[config.mk]
export PLATFORM = sky130hd
export DESIGN_NAME = craps_datapath_n
export DESIGN_NICKNAME = d
export VERILOG_FILES = /design/src/rtl/craps_datapath_n.sv
export SDC_FILE = /design/constraint.sdc
export NUM_CORES = 1
export LEC_CHECK = 0
export CAP_MARGIN = 20
export CORE_MARGIN = 2
export CORE_UTILIZATION = 31
export CTS_BUF_LIST = sky130_fd_sc_hd__clkbuf_16
export CTS_CLUSTER_SIZE = 14
export DETAILED_ROUTE_END_ITERATION = 10
export PLACE_DENSITY = 0.45
export RECOVER_POWER = 100
export SETUP_SLACK_MARGIN = 0.02
export SLEW_MARGIN = 20
export SYNTH_ARGS = -nofsm -noshare
export SYNTH_HDL_FRONTEND = slang
export SYNTH_SLANG_ARGS = --single-unit
[constraint.sdc]
create_clock -name clock -period 6.7 [get_ports clock]
set_clock_uncertainty 0.1 [all_clocks]
set_input_delay 1.34 -clock clock [delete_from_list [all_inputs] [get_ports clock]]
set_output_delay 1.34 -clock clock [all_outputs]
set_load 0.02 [all_outputs]
[src/rtl/craps_datapath_n.sv]
// craps_datapath_n
//   Dice datapath for the craps game. NUM_DICE free-running LFSR dice are
//   each mapped to a face 1..SIDES. A roll request captures every die and a
//   sequential accumulator sums them one die per cycle. The completed sum is
//   classified (seven-out / natural / craps) and compared with a held point.
//
// Ports
//   clock, reset      posedge clock, synchronous active-high reset
//   roll              roll request pulse; dropped (roll_dropped) while busy
//   set_point         point <= sum, only while idle; also restarts roll_count
//   clear_point       invalidates the point in any state; wins over set_point
//   dice              captured die values, die i at [4i+3:4i]
//   sum               sum of the last completed roll
//   done              one-cycle pulse when dice/sum/flags/eq are fresh
//   busy              roll in progress (acceptance until done)
//   roll_dropped      one-cycle pulse: a roll arrived while busy
//   point/point_valid held point and its valid flag
//   seven_out, natural, craps, eq   classification of sum, held until next done
//   roll_count        completed rolls since reset/set_point, saturating
module craps_datapath_n #(
    parameter int NUM_DICE   = 2,
    parameter int SIDES      = 6,
    parameter int LFSR_W     = 8,
    parameter int SEED0      = 1,
    parameter int SEED_STEP  = 36,
    parameter int SUM_W      = 8,
    parameter int ROLL_CNT_W = 8
) (
    input  logic                    clock,
    input  logic                    reset,
    input  logic                    roll,
    input  logic                    set_point,
    input  logic                    clear_point,
    output logic [NUM_DICE*4-1:0]   dice,
    output logic [SUM_W-1:0]        sum,
    output logic                    done,
    output logic                    busy,
    output logic                    roll_dropped,
    output logic [SUM_W-1:0]        point,
    output logic                    point_valid,
    output logic                    seven_out,
    output logic                    natural,
    output logic                    craps,
    output logic                    eq,
    output logic [ROLL_CNT_W-1:0]   roll_count
);

    typedef enum logic [1:0] {
        ST_IDLE  = 2'd0,
        ST_ACCUM = 2'd1,
        ST_EVAL  = 2'd2
    } state_t;

    localparam int IDX_W = 4;

    // Maximal-length feedback taps (bit t-1 set for tap t) for each width.
    function automatic logic [15:0] tap_mask(input int unsigned w);
        case (w)
            32'd4:   return 16'h000C;
            32'd5:   return 16'h0014;
            32'd6:   return 16'h0030;
            32'd7:   return 16'h0060;
            32'd8:   return 16'h00B8;
            32'd9:   return 16'h0110;
            32'd10:  return 16'h0240;
            32'd11:  return 16'h0500;
            32'd12:  return 16'h0829;
            32'd13:  return 16'h100D;
            32'd14:  return 16'h2015;
            32'd15:  return 16'h6000;
            32'd16:  return 16'hD008;
            default: return 16'h00B8;
        endcase
    endfunction

    localparam logic [15:0]      TAPS     = tap_mask(LFSR_W);
    localparam logic [IDX_W-1:0] LAST_IDX = IDX_W'(NUM_DICE - 1);

    // Seed of die i; the all-zero state would lock the LFSR, so it maps to 1.
    function automatic logic [LFSR_W-1:0] seed_of(input int unsigned i);
        logic [LFSR_W-1:0] s;
        s = LFSR_W'(SEED0 + int'(i) * SEED_STEP);
        if (s == {LFSR_W{1'b0}}) begin
            return {{(LFSR_W-1){1'b0}}, 1'b1};
        end else begin
            return s;
        end
    endfunction

    // Fibonacci shift-left step: new LSB is the parity of the tapped bits.
    function automatic logic [LFSR_W-1:0] lfsr_next(input logic [LFSR_W-1:0] s);
        return {s[LFSR_W-2:0], ^(s & TAPS[LFSR_W-1:0])};
    endfunction

    logic [LFSR_W-1:0]     lfsr_r [NUM_DICE];
    logic [NUM_DICE*4-1:0] die_s;
    logic [3:0]            cur_die_s;
    state_t                state_r;
    logic [SUM_W-1:0]      acc_r;
    logic [IDX_W-1:0]      idx_r;

    // Free-running dice LFSRs; they step every clock so the outcome depends on roll timing.
    always_ff @(posedge clock) begin
        for (int i = 0; i < NUM_DICE; i++) begin
            if (reset) begin
                lfsr_r[i] <= seed_of(i);
            end else begin
                lfsr_r[i] <= lfsr_next(lfsr_r[i]);
            end
        end
    end

    // Map each LFSR state onto a face value 1..SIDES.
    always_comb begin
        die_s = {(NUM_DICE*4){1'b0}};
        for (int i = 0; i < NUM_DICE; i++) begin
            die_s[4*i +: 4] = 4'(lfsr_r[i] % LFSR_W'(SIDES)) + 4'd1;
        end
    end

    // Captured die currently addressed by the accumulator index.
    always_comb begin
        cur_die_s = 4'd0;
        for (int i = 0; i < NUM_DICE; i++) begin
            cur_die_s = (idx_r == IDX_W'(i)) ? dice[4*i +: 4] : cur_die_s;
        end
    end

    // Roll sequencer, accumulator, classification and point bookkeeping.
    always_ff @(posedge clock) begin
        if (reset) begin
            state_r      <= ST_IDLE;
            acc_r        <= {SUM_W{1'b0}};
            idx_r        <= {IDX_W{1'b0}};
            dice         <= {(NUM_DICE*4){1'b0}};
            sum          <= {SUM_W{1'b0}};
            done         <= 1'b0;
            busy         <= 1'b0;
            roll_dropped <= 1'b0;
            point        <= {SUM_W{1'b0}};
            point_valid  <= 1'b0;
            seven_out    <= 1'b0;
            natural      <= 1'b0;
            craps        <= 1'b0;
            eq           <= 1'b0;
            roll_count   <= {ROLL_CNT_W{1'b0}};
        end else begin
            done         <= 1'b0;
            // Anything other than IDLE (including EVAL) counts as busy for roll requests.
            roll_dropped <= roll && (state_r != ST_IDLE);
            case (state_r)
                ST_IDLE: begin
                    if (roll) begin
                        dice    <= die_s;
                        acc_r   <= {SUM_W{1'b0}};
                        idx_r   <= {IDX_W{1'b0}};
                        busy    <= 1'b1;
                        state_r <= ST_ACCUM;
                    end
                end
                ST_ACCUM: begin
                    acc_r <= acc_r + SUM_W'(cur_die_s);
                    idx_r <= idx_r + IDX_W'(1'b1);
                    if (idx_r == LAST_IDX) begin
                        state_r <= ST_EVAL;
                    end
                end
                ST_EVAL: begin
                    sum       <= acc_r;
                    seven_out <= (acc_r == SUM_W'(7));
                    natural   <= (acc_r == SUM_W'(7)) || (acc_r == SUM_W'(11));
                    craps     <= (acc_r == SUM_W'(2)) || (acc_r == SUM_W'(3)) ||
                                 (acc_r == SUM_W'(12));
                    eq        <= point_valid && (acc_r == point);
                    if (roll_count != {ROLL_CNT_W{1'b1}}) begin
                        roll_count <= roll_count + ROLL_CNT_W'(1'b1);
                    end
                    done      <= 1'b1;
                    busy      <= 1'b0;
                    state_r   <= ST_IDLE;
                end
                default: begin
                    busy    <= 1'b0;
                    state_r <= ST_IDLE;
                end
            endcase
            // Clear has priority; set only lands while idle (never in the same cycle as EVAL).
            if (clear_point) begin
                point_valid <= 1'b0;
            end else if (set_point && (state_r == ST_IDLE)) begin
                point       <= sum;
                point_valid <= 1'b1;
                roll_count  <= {ROLL_CNT_W{1'b0}};
            end
        end
    end

endmodule

==> summary.md, run 1 <==
| Metric | Value |
|---|---|
| Status | `complete, but fails checks` |
| Failing checks | `max-capacitance violations, max-slew violations` |
| Yosys cell types | `66` |
| Drt wl/cell | `13.41 um` |
| Final Slew Violations | `68` |
| Sequential area share after synthesis | `0.3560` |
| Die width | `116.7 um` |
| Period Utilization, post-route | `0.6134` |
| Number of global-route vias before repair | `3141` |
| First-pass GRT wire length | `15.86 mm` |
| Metal3 WL | `378 um` |
| Row cnt | `41` |
| Core ar. | `12520 um2` |
| Initial DRC Count | `217` |
| Layout area overhead | `20.28%` |
| Gpl congestion | `0.8367` |
| Mean Syn Cell Area | `7.936 um2` |
| Worst Tran Pin Value | `3.017 ns` |
| Setup bufs post-CTS | `0` |
| Fmax | `0.2433 GHz` |
| Worst skew pair latency | `0.33 ns` |
| Max-cap violations | `1` |
| Number of I/O pins | `45` |
| CP endpoint kind | `flop` |
| CP max FO | `67` |
| Post-synth EDFFs | `0` |
| Largest net degree at the start of global routing | `68` |
| Lkg Pwr | `0.001845 uW` |
| Diode count | `0` |
| Relative slew slack | `-1.012` |
| Post-CTS Resized | `0` |
| Post-synthesis async set-or-reset flop share | `0` |
| Wire length on met2 | `3.950 mm` |
| DR DRC count | `0` |
| Met1 wire length | `4.835 mm` |
| Final ANT Viol Nets | `0` |
| Tmin final | `4.110 ns` |
| Sink Count | `70` |
| Pwr Density | `229.1 nW/um2` |
| CTS Root Cell | `clkbuf_16` |
| CTS tree | `done` |
| Dominant synthesized flop cell | `dfxtp_1` |
| Via density | `4.941` |
| Setup TNS | `0 ns` |
| IO Port Bufs | `44` |
| Total gr overflow | `0` |
| Drt first pass iters | `4` |
| Final #Nets | `542` |
| Highest routed layer | `met4` |
| RSZ-0062 raised after global routing | `no` |
| Netlist Area Pre-Place | `3936 um2` |
| Synth Instances | `496` |
| Die area | `13620 um2` |
| Final Hold Vio Count | `0` |
| Final WL | `9.348 mm` |
| Syn_nets | `518` |
| Gr usage total | `0.1469` |
| Initial cell density of the core | `0.3145` |
| Min-delay worst type | `flop to flop` |
| Crit Path Class | `input pin to flop` |
| Seq cells post-synth | `70` |
| Final non-filler cell total | `697` |
| Final Util | `0.3782` |
| Routed vias | `3444` |
| Yosys warning count | `0` |
| Clock transition at path regs | `0.06 ns` |
| Startpoint Class | `input pin` |
| Layout cells sized above 1 | `0.05143` |
| H-Tree Depth | `3` |
| Post-DP HPWL | `6.622 mm` |
| Placed Cells | `681` |
| Critical Path AT | `4.24 ns` |
| Peak VDD IR | `0.07758 mV` |
| Hold-fix buffers, CTS | `0` |
| Deepest clock path buffer count | `2` |
| Data required, critical path | `6.83 ns` |
| Die height | `116.7 um` |
| Number of antenna violations at the first check in global routing | `0` |
| CTS buffer count | `9` |
| Final Setup Violations | `0` |
## sequential cells by signal, summed over array words and instances (netlist names), 2 cells and up
signal and flops:
acc_r 8, dice 8, idx_r 4, lfsr_r 16, point 8, roll_count 8, state_r 2, sum 8
## synth_stat cells (2+ instances only)
| cell | n | share of area |
|---|---|---|
| or3_1 | 6 | 0.0095 |
| inv_1 | 16 | 0.015 |
| dfxtp_1 | 70 | 0.36 |
| o211ai_1 | 6 | 0.011 |
| o211a_1 | 2 | 0.0051 |
| o22ai_1 | 2 | 0.0032 |
| a31oi_1 | 4 | 0.0064 |
| nand3b_1 | 6 | 0.011 |
| and3_1 | 2 | 0.0032 |
| xor2_1 | 8 | 0.018 |
| a21o_1 | 4 | 0.0076 |
| nand3_1 | 15 | 0.019 |
| nor4_1 | 4 | 0.0064 |
| a211oi_1 | 5 | 0.0095 |
| buf_6 | 3 | 0.0086 |
| buf_2 | 3 | 0.0038 |
| or2_2 | 4 | 0.0064 |
| a311oi_1 | 2 | 0.0045 |
| a21oi_1 | 47 | 0.060 |
| nor3_1 | 12 | 0.015 |
| o22a_1 | 2 | 0.0045 |
| clkbuf_1 | 23 | 0.022 |
| o21a_1 | 3 | 0.0057 |
| nand4_1 | 8 | 0.013 |
| and2_1 | 3 | 0.0048 |
| ha_1 | 16 | 0.051 |
| nand2b_1 | 9 | 0.014 |
| nor2b_1 | 17 | 0.027 |
| o21ai_0 | 10 | 0.013 |
| buf_1 | 3 | 0.0029 |
| o31ai_1 | 4 | 0.0076 |
| nor2_1 | 52 | 0.050 |
| nor3b_1 | 4 | 0.0076 |
| mux2i_1 | 6 | 0.015 |
| xnor2_1 | 17 | 0.038 |
| nand2_1 | 68 | 0.065 |
## layout by cell type (no fill, tap or decap), types with 2 or more instances in the layout
master | netlist | final
o21a_1 | 3 | 3
o31ai_1 | 4 | 4
nor2b_1 | 17 | 17
nand2_1 | 68 | 68
a31oi_1 | 4 | 4
and2_1 | 3 | 3
clkinv_2 | 0 | 2
or3_1 | 6 | 6
nor3_1 | 12 | 12
xnor2_1 | 17 | 17
ha_1 | 16 | 16
nand3b_1 | 6 | 6
nor2_1 | 52 | 52
mux2i_1 | 6 | 6
dfxtp_1 | 70 | 70
o21ai_0 | 10 | 10
nand3_1 | 15 | 15
o211ai_1 | 6 | 6
o22a_1 | 2 | 2
a211oi_1 | 5 | 5
xor2_1 | 8 | 8
nand4_1 | 8 | 8
or2_2 | 4 | 4
o22ai_1 | 2 | 2
nand2b_1 | 9 | 9
nor3b_1 | 4 | 4
nor4_1 | 4 | 4
dlygate4sd3_1 | 0 | 40
and3_1 | 2 | 2
a21o_1 | 4 | 4
o211a_1 | 2 | 2
clkbuf_16 | 0 | 9
a21oi_1 | 47 | 47
clkdlybuf4s50_1 | 0 | 3
inv_1 | 16 | 17
a311oi_1 | 2 | 2
## final timing paths
check,endpoint,startpoint,slack [ns],depth (start not counted)
setup / recovery,roll_count[7]$_SDFF_PP0_,reset,2.59,5
hold / removal,craps$_SDFFE_PP0P_,craps$_SDFFE_PP0P_,0.35,2
setup reg to reg,dice[7]$_SDFFE_PP0P_,lfsr_r[1][5]$_SDFF_PP1_,2.88,14
hold reg to reg,craps$_SDFFE_PP0P_,craps$_SDFFE_PP0P_,0.35,2
## logic make-up (layout without fill, tap and decap cells)
kind of cell,Yosys count,after routing,share of synthesized area
buffers and inverters,49,78,0.05435
muxes,9,9,0.02670
xor gates and xnor gates,25,25,0.05563
AOI/OAI and AO/OA,108,108,0.1793
and+or+nand+nor,218,218,0.2721
DFF,70,70,0.3560
adders and majority gates,17,17,0.05594
## power by group
group	leakage (uW)	switching (uW)	internal, uW
clock	0.000148	184	286
combinational	0.00113	89.8	67.1
sequential	0.000570	24.9	432
total	0.00184	299	785
## area by class of cell
type | count | area (um2)
Fill cell | 1361 | 7782
Multi-Input combinational cell | 377 | 2321
Clock inverter | 7 | 65.06
Sequential cell | 70 | 1401
Timing Repair Buffer | 46 | 446.7
Clock buffer | 9 | 225.2
Inverter | 16 | 60.06
Tap cell | 172 | 215.2
## worst max-delay path, stage by stage
cell and delay (ns):
buf_2 0.08, clkbuf_1 2.11, nand2b_1 0.48, a31oi_1 0.07, o21a_1 0.11
## stage by stage
step           hold slack [ns]  worst slack, ns  instance area (um2)  total power (uW)
3_3_place_gp            0.3436            3.074                 4448             625.3
3_5_place_dp            0.3549            2.977                 4448             627.2
2_1_floorplan           0.3582            3.433                 3936             582.4
5_1_grt                 0.3904            2.306                 4735              1139
4_1_cts                 0.3632            2.942                 4738              1107
6_report                0.3541            2.590                 4735              1085
## routing by layer
metal | up-vias | global-route usage
li1 | 1775 | -
met1 | 1602 | 0.2079
met2 | 52 | 0.2127
met3 | 15 | 0.03425
met4 | 0 | 0.06353
met5 | - | 0
(Power assumes the default switching activity.)
==> run 2: changes to the inputs <==
==> constraint.sdc (replaced) <==
create_clock -name clock -period 4.1 [get_ports clock]
set_clock_uncertainty 0.1 [all_clocks]
set_input_delay 0.82 -clock clock [delete_from_list [all_inputs] [get_ports clock]]
set_output_delay 0.82 -clock clock [all_outputs]
set_load 0.02 [all_outputs]
==> summary.md, run 2 (same netlist as run 1, synthesis figures left out) <==
| Metric | Value |
|---|---|
| Status | `complete, but fails checks` |
| Failing checks | `max-capacitance violations, max-slew violations` |
| Initial DRC Count | `244` |
| Register share of total power | `0.422` |
| P_sw | `485.3 uW` |
| Gr usage total | `0.1483` |
| Max-cap violations | `1` |
| Largest Register | `lfsr_r` |
| Number of I/O pins | `45` |
| Final #Nets | `542` |
| Post-DP HPWL | `6.675 mm` |
| Tmin final | `3.699 ns` |
| CP endpoint kind | `flop` |
| Worst Path Buf+Inv | `1` |
| Largest net degree at the start of global routing | `54` |
| Crit Path Class | `flop to flop` |
| Row cnt | `41` |
| Final Hold Vio Count | `0` |
| Int Power | `1282 uW` |
| CP dominant cell by count | `ha_1` |
| Setup bufs post-CTS | `0` |
| Initial cell density of the core | `0.3145` |
| CTS tree | `done` |
| Fmax | `0.2703 GHz` |
| Final Setup Violations | `0` |
| Met1 usage | `0.2060` |
| Final Slew Violations | `54` |
| Routed vias | `3390` |
| DR DRC count | `0` |
| Peak VDD IR | `0.1887 mV` |
| Via density | `4.871` |
| H-Tree Depth | `3` |
| Clock network power share | `0.432` |
| Global route hottest layer | `met2` |
| Die height | `116.7 um` |
| Max reg flops | `16` |
| Worst skew pair latency | `0.34 ns` |
| Hold-fix buffers, CTS | `0` |
| Sw Share | `0.2746` |
| GRT met2 Usage | `0.2216` |
| Pwr Density | `373.1 nW/um2` |
| Diode count | `0` |
| Layout cells sized above 1 | `0.04771` |
| Most common cell after layout, fill and taps aside | `dfxtp_1` |
| CTS buffer count | `9` |
| Met3 usage | `0.04307` |
| Layout area overhead | `20.34%` |
| Relative slew slack | `-0.5853` |
| CP cell instances | `inv_1 > ha_1 > nand2b_1 > a21boi_0 > or3_1 > a311oi_1 > a2bb2oi_1 > mux2_2 > ha_1 > nor2_1 > nand3_1 > o21ai_0 > a311o_1 > a211oi_1` |
| Drt wl/cell | `13.65 um` |
| Total gr overflow | `0` |
| CP delay by family, top | `compound AO/OA/AOI/OAI gates` |
| Die width | `116.7 um` |
| Drt first pass iters | `4` |
| IO Port Bufs | `44` |
| Most frequent cells in the layout | `dfxtp_1, nand2_1, nor2_1` |
| Core ar. | `12520 um2` |
| Min-delay worst type | `flop to flop` |
| Period Utilization, post-route | `0.9023` |
| Final ANT Viol Nets | `0` |
| Critical Path AT | `3.85 ns` |
| Cell area after layout | `4737 um2` |
| Startpoint Class | `flop` |
| Gpl congestion | `0.8056` |
| Number of global-route vias before repair | `3147` |
| Number of antenna violations at the first check in global routing | `0` |
| Worst Tran Pin Value | `2.378 ns` |
| Slowest CP cell | `a2bb2oi_1` |
| Sink Count | `70` |
| Comb pwr share | `0.146` |
| Setup TNS | `0 ns` |
| RSZ-0062 raised after global routing | `no` |
| Post-CTS Resized | `0` |
| Clock transition at path regs | `0.06 ns` |
| Data required, critical path | `4.25 ns` |
| Placed inst area | `4448 um2` |
| Deepest clock path buffer count | `2` |
| Die area | `13620 um2` |
| CTS Root Cell | `clkbuf_16` |
| Critical path's largest stage delay | `0.52 ns` |
| Lkg Pwr | `0.001834 uW` |
| CP max FO | `9` |
| Reg2reg setup slack | `0.40 ns` |
| Final WL | `9.498 mm` |
| First-pass GRT wire length | `15.88 mm` |
==> run 2: path summary, 6_finish.rpt <==
kind / cells past startpoint / start / to
setup reg to reg: 14 / lfsr_r[0][5]$_SDFF_PP0_ / dice[2]$_SDFFE_PP0P_
hold / removal: 2 / eq$_SDFFE_PP0P_ / eq$_SDFFE_PP0P_
setup / recovery: 14 / lfsr_r[0][5]$_SDFF_PP0_ / dice[2]$_SDFFE_PP0P_
hold reg to reg: 2 / eq$_SDFFE_PP0P_ / eq$_SDFFE_PP0P_
==> run 2: through the flow <==
stage / util / instances / worst slack (ns) / hold WS [ns] / power, uW
2_1_floorplan: - / 496 / 0.8333 / 0.3582 / 951.8
4_1_cts: 0.3784 / 696 / 0.2989 / 0.3603 / 1796
3_5_place_dp: 0.3554 / 681 / 0.3336 / 0.3530 / 1024
3_3_place_gp: 0.3554 / 681 / 0.4671 / 0.3447 / 1021
5_1_grt: 0.3784 / 696 / 0.05821 / 0.3831 / 1859
6_report: 0.3784 / 696 / 0.4005 / 0.3565 / 1767
==> run 2: metal layers <==
layer	wire [um]	up-vias
met3	348	5
met4	68	0
met2	4131	40
met5	0	-
li1	-	1770
met1	4950	1575
==> run 2: area by class of cell <==
type | count | area, um2
inverter | 16 | 60.06
fill | 1319 | 7780
clock inverter | 6 | 63.81
timing repair buffer | 46 | 445.4
clock buffer | 9 | 225.2
sequential | 70 | 1401
tap | 172 | 215.2
multi-input combinational | 377 | 2326
==> run 2: power by group through the flow <==
stage | clock [uW] | sequential [uW] | combinational [uW]
floorplan | 0 | 755 | 197
global placement | 0 | 761 | 260
detailed placement | 0 | 762 | 262
CTS | 786 | 746 | 264
global route | 814 | 753 | 293
finish | 763 | 746 | 258
==> run 2: worst reg2reg max path, delay by kind of cell, from the launching register on <==
family                     cells  cell delay, ns
AOI/OAI and AO/OA              6            1.60
and+or+nand+nor                4            0.59
DFF                            1            0.50
adders and majority gates      2            0.40
muxes                          1            0.26
buffers and inverters          1            0.17
==> run 3: changes to the inputs <==
--- a/config.mk
+++ b/config.mk
@@ -7,11 +7,11 @@
 export LEC_CHECK = 0
 export CAP_MARGIN = 20
 export CORE_MARGIN = 2
-export CORE_UTILIZATION = 31
+export CORE_UTILIZATION = 55
 export CTS_BUF_LIST = sky130_fd_sc_hd__clkbuf_16
 export CTS_CLUSTER_SIZE = 14
 export DETAILED_ROUTE_END_ITERATION = 10
-export PLACE_DENSITY = 0.45
+export PLACE_DENSITY = 0.74
 export RECOVER_POWER = 100
 export SETUP_SLACK_MARGIN = 0.02
 export SLEW_MARGIN = 20
==> summary.md, run 3 (same netlist as run 1, synthesis figures left out) <==
| Metric | Value |
|---|---|
| Status | `complete, but fails checks` |
| Final Hold Vio Count | `0` |
| Most common cell after layout, fill and taps aside | `dfxtp_1` |
| H-Tree Depth | `3` |
| Setup bufs post-CTS | `0` |
| Gpl congestion | `0.8181` |
| Sink Count | `70` |
| Post-DP HPWL | `6.037 mm` |
| Fillcell total | `606` |
| Final Slew Violations | `39` |
| Critical Path AT | `3.92 ns` |
| Via density | `5.621` |
| Period Utilization, post-route | `0.9174` |
| Min-delay worst type | `flop to flop` |
| Total gr overflow | `0` |
| Worst skew pair latency | `0.33 ns` |
| Final ANT Viol Nets | `0` |
| RSZ-0062 raised after global routing | `no` |
| FF-to-FF Start | `lfsr_r[1][5]$_SDFF_PP1_` |
| Deepest clock path buffer count | `2` |
| Startpoint Class | `flop` |
| Hold-fix buffers, CTS | `0` |
| Failing checks | `max-capacitance violations, max-slew violations` |
| Most frequent cells in the layout | `dfxtp_1, nand2_1, nor2_1` |
| Tmin final | `3.761 ns` |
| Max-cap violations | `1` |
| Post-CTS Resized | `0` |
| Die area | `7850 um2` |
| Row cnt | `30` |
| Worst Path Buf+Inv | `1` |
| Layout area overhead | `18.31%` |
| Crit Path Class | `flop to flop` |
| Drt wl/cell | `14.50 um` |
| Final #Nets | `541` |
| First-pass GRT wire length | `14.89 mm` |
| CP delay by family, top | `compound AO/OA/AOI/OAI gates` |
| CTS buffer count | `9` |
| Lkg Pwr | `0.001838 uW` |
| Routed vias | `3485` |
| Relative slew slack | `-0.04947` |
| Max reg flops | `16` |
| Gr usage total | `0.2410` |
| IO Port Bufs | `44` |
| Core ar. | `6869 um2` |
| Setup TNS | `0 ns` |
| DR DRC count | `0` |
| Drt first pass iters | `5` |
| Die width | `88.60 um` |
| Number of antenna violations at the first check in global routing | `0` |
| Number of I/O pins | `45` |
| Diode count | `0` |
| Critical path's largest stage delay | `0.62 ns` |
| Worst Tran Pin Value | `1.574 ns` |
| Fmax | `0.2659 GHz` |
| CP cell instances | `inv_1 > ha_1 > nor2b_1 > o21ai_1 > a311oi_4 > a211oi_1 > a21o_1 > ha_1 > nor2b_1 > mux2i_1 > a211o_1 > a311oi_1 > o31ai_1 > o211ai_1` |
| CTS tree | `done` |
| Initial DRC Count | `174` |
| Die height | `88.60 um` |
| CTS Root Cell | `clkbuf_16` |
| Hold WS | `0.3565 ns` |
| Hold path startpoint | `craps$_SDFFE_PP0P_` |
| Final Setup Violations | `0` |
| Final WL | `8.990 mm` |
| Data required, critical path | `4.25 ns` |
| Slowest CP cell | `a311oi_4` |
| Pwr Density | `386.6 nW/um2` |
| CP endpoint kind | `flop` |
| CP max FO | `11` |
| Largest net degree at the start of global routing | `39` |
| Peak VDD IR | `0.2227 mV` |
| Clock transition at path regs | `0.06 ns` |
| Initial cell density of the core | `0.5730` |
| Critical path origin | `lfsr_r[1][5]$_SDFF_PP1_` |
| Number of global-route vias before repair | `3164` |
| Largest Register | `lfsr_r` |
| Layout cells sized above 1 | `0.05153` |
[run 3: through the flow]
step | worst slack (ns) | std cells | instance area, um2 | utilization | power [uW]
2_1_floorplan | 0.8333 | 496 | 3936 | - | 951.8
3_3_place_gp | 0.4911 | 604 | 4345 | 0.6326 | 1009
3_5_place_dp | 0.3154 | 604 | 4345 | 0.6326 | 1016
4_1_cts | 0.2492 | 620 | 4651 | 0.6770 | 1813
5_1_grt | 0.06882 | 620 | 4657 | 0.6780 | 1875
6_report | 0.3386 | 620 | 4657 | 0.6780 | 1800
[run 3: layer usage]
metal,wire (um),global-route usage,up-vias
met1,4220,0.3214,1591
met2,4209,0.3930,105
met3,436,0.05410,11
li1,-,-,1778
met5,0,0,-
met4,124,0.07025,0
[run 3: path summary, 6_finish.rpt]
check / to / slack, ns / cells after the start
worst min-delay path: craps$_SDFFE_PP0P_ / 0.36 / 2
worst max register to register: dice[7]$_SDFFE_PP0P_ / 0.34 / 14
worst min register to register: craps$_SDFFE_PP0P_ / 0.36 / 2
worst max-delay path: dice[7]$_SDFFE_PP0P_ / 0.34 / 14
[run 3: where the power goes]
| part | total [uW] | internal [uW] | switching [uW] |
|---|---|---|---|
| clock | 795 | 480 | 315 |
| combinational | 259 | 109 | 150 |
| sequential | 746 | 706 | 40.0 |
| total | 1800 | 1300 | 505 |
[run 3: area by class of cell]
class | count | area [um2] | share of cell area
multi-input cells | 377 | 2332 | 0.5008
clock buffers | 9 | 225.2 | 0.04836
inverters | 16 | 60.06 | 0.01290
flip-flops and latches | 70 | 1401 | 0.3009
well taps | 96 | 120.1 | 0.02579
clock inverters | 7 | 80.08 | 0.01720
repair buffers | 45 | 437.9 | 0.09404
[run 3: tightest hold or removal path, delay by kind of cell (launching register included)]
family,cells,cell delay (ns)
DFF,1,0.31
AOI/OAI and AO/OA,1,0.05
and+or+nand+nor,1,0.05
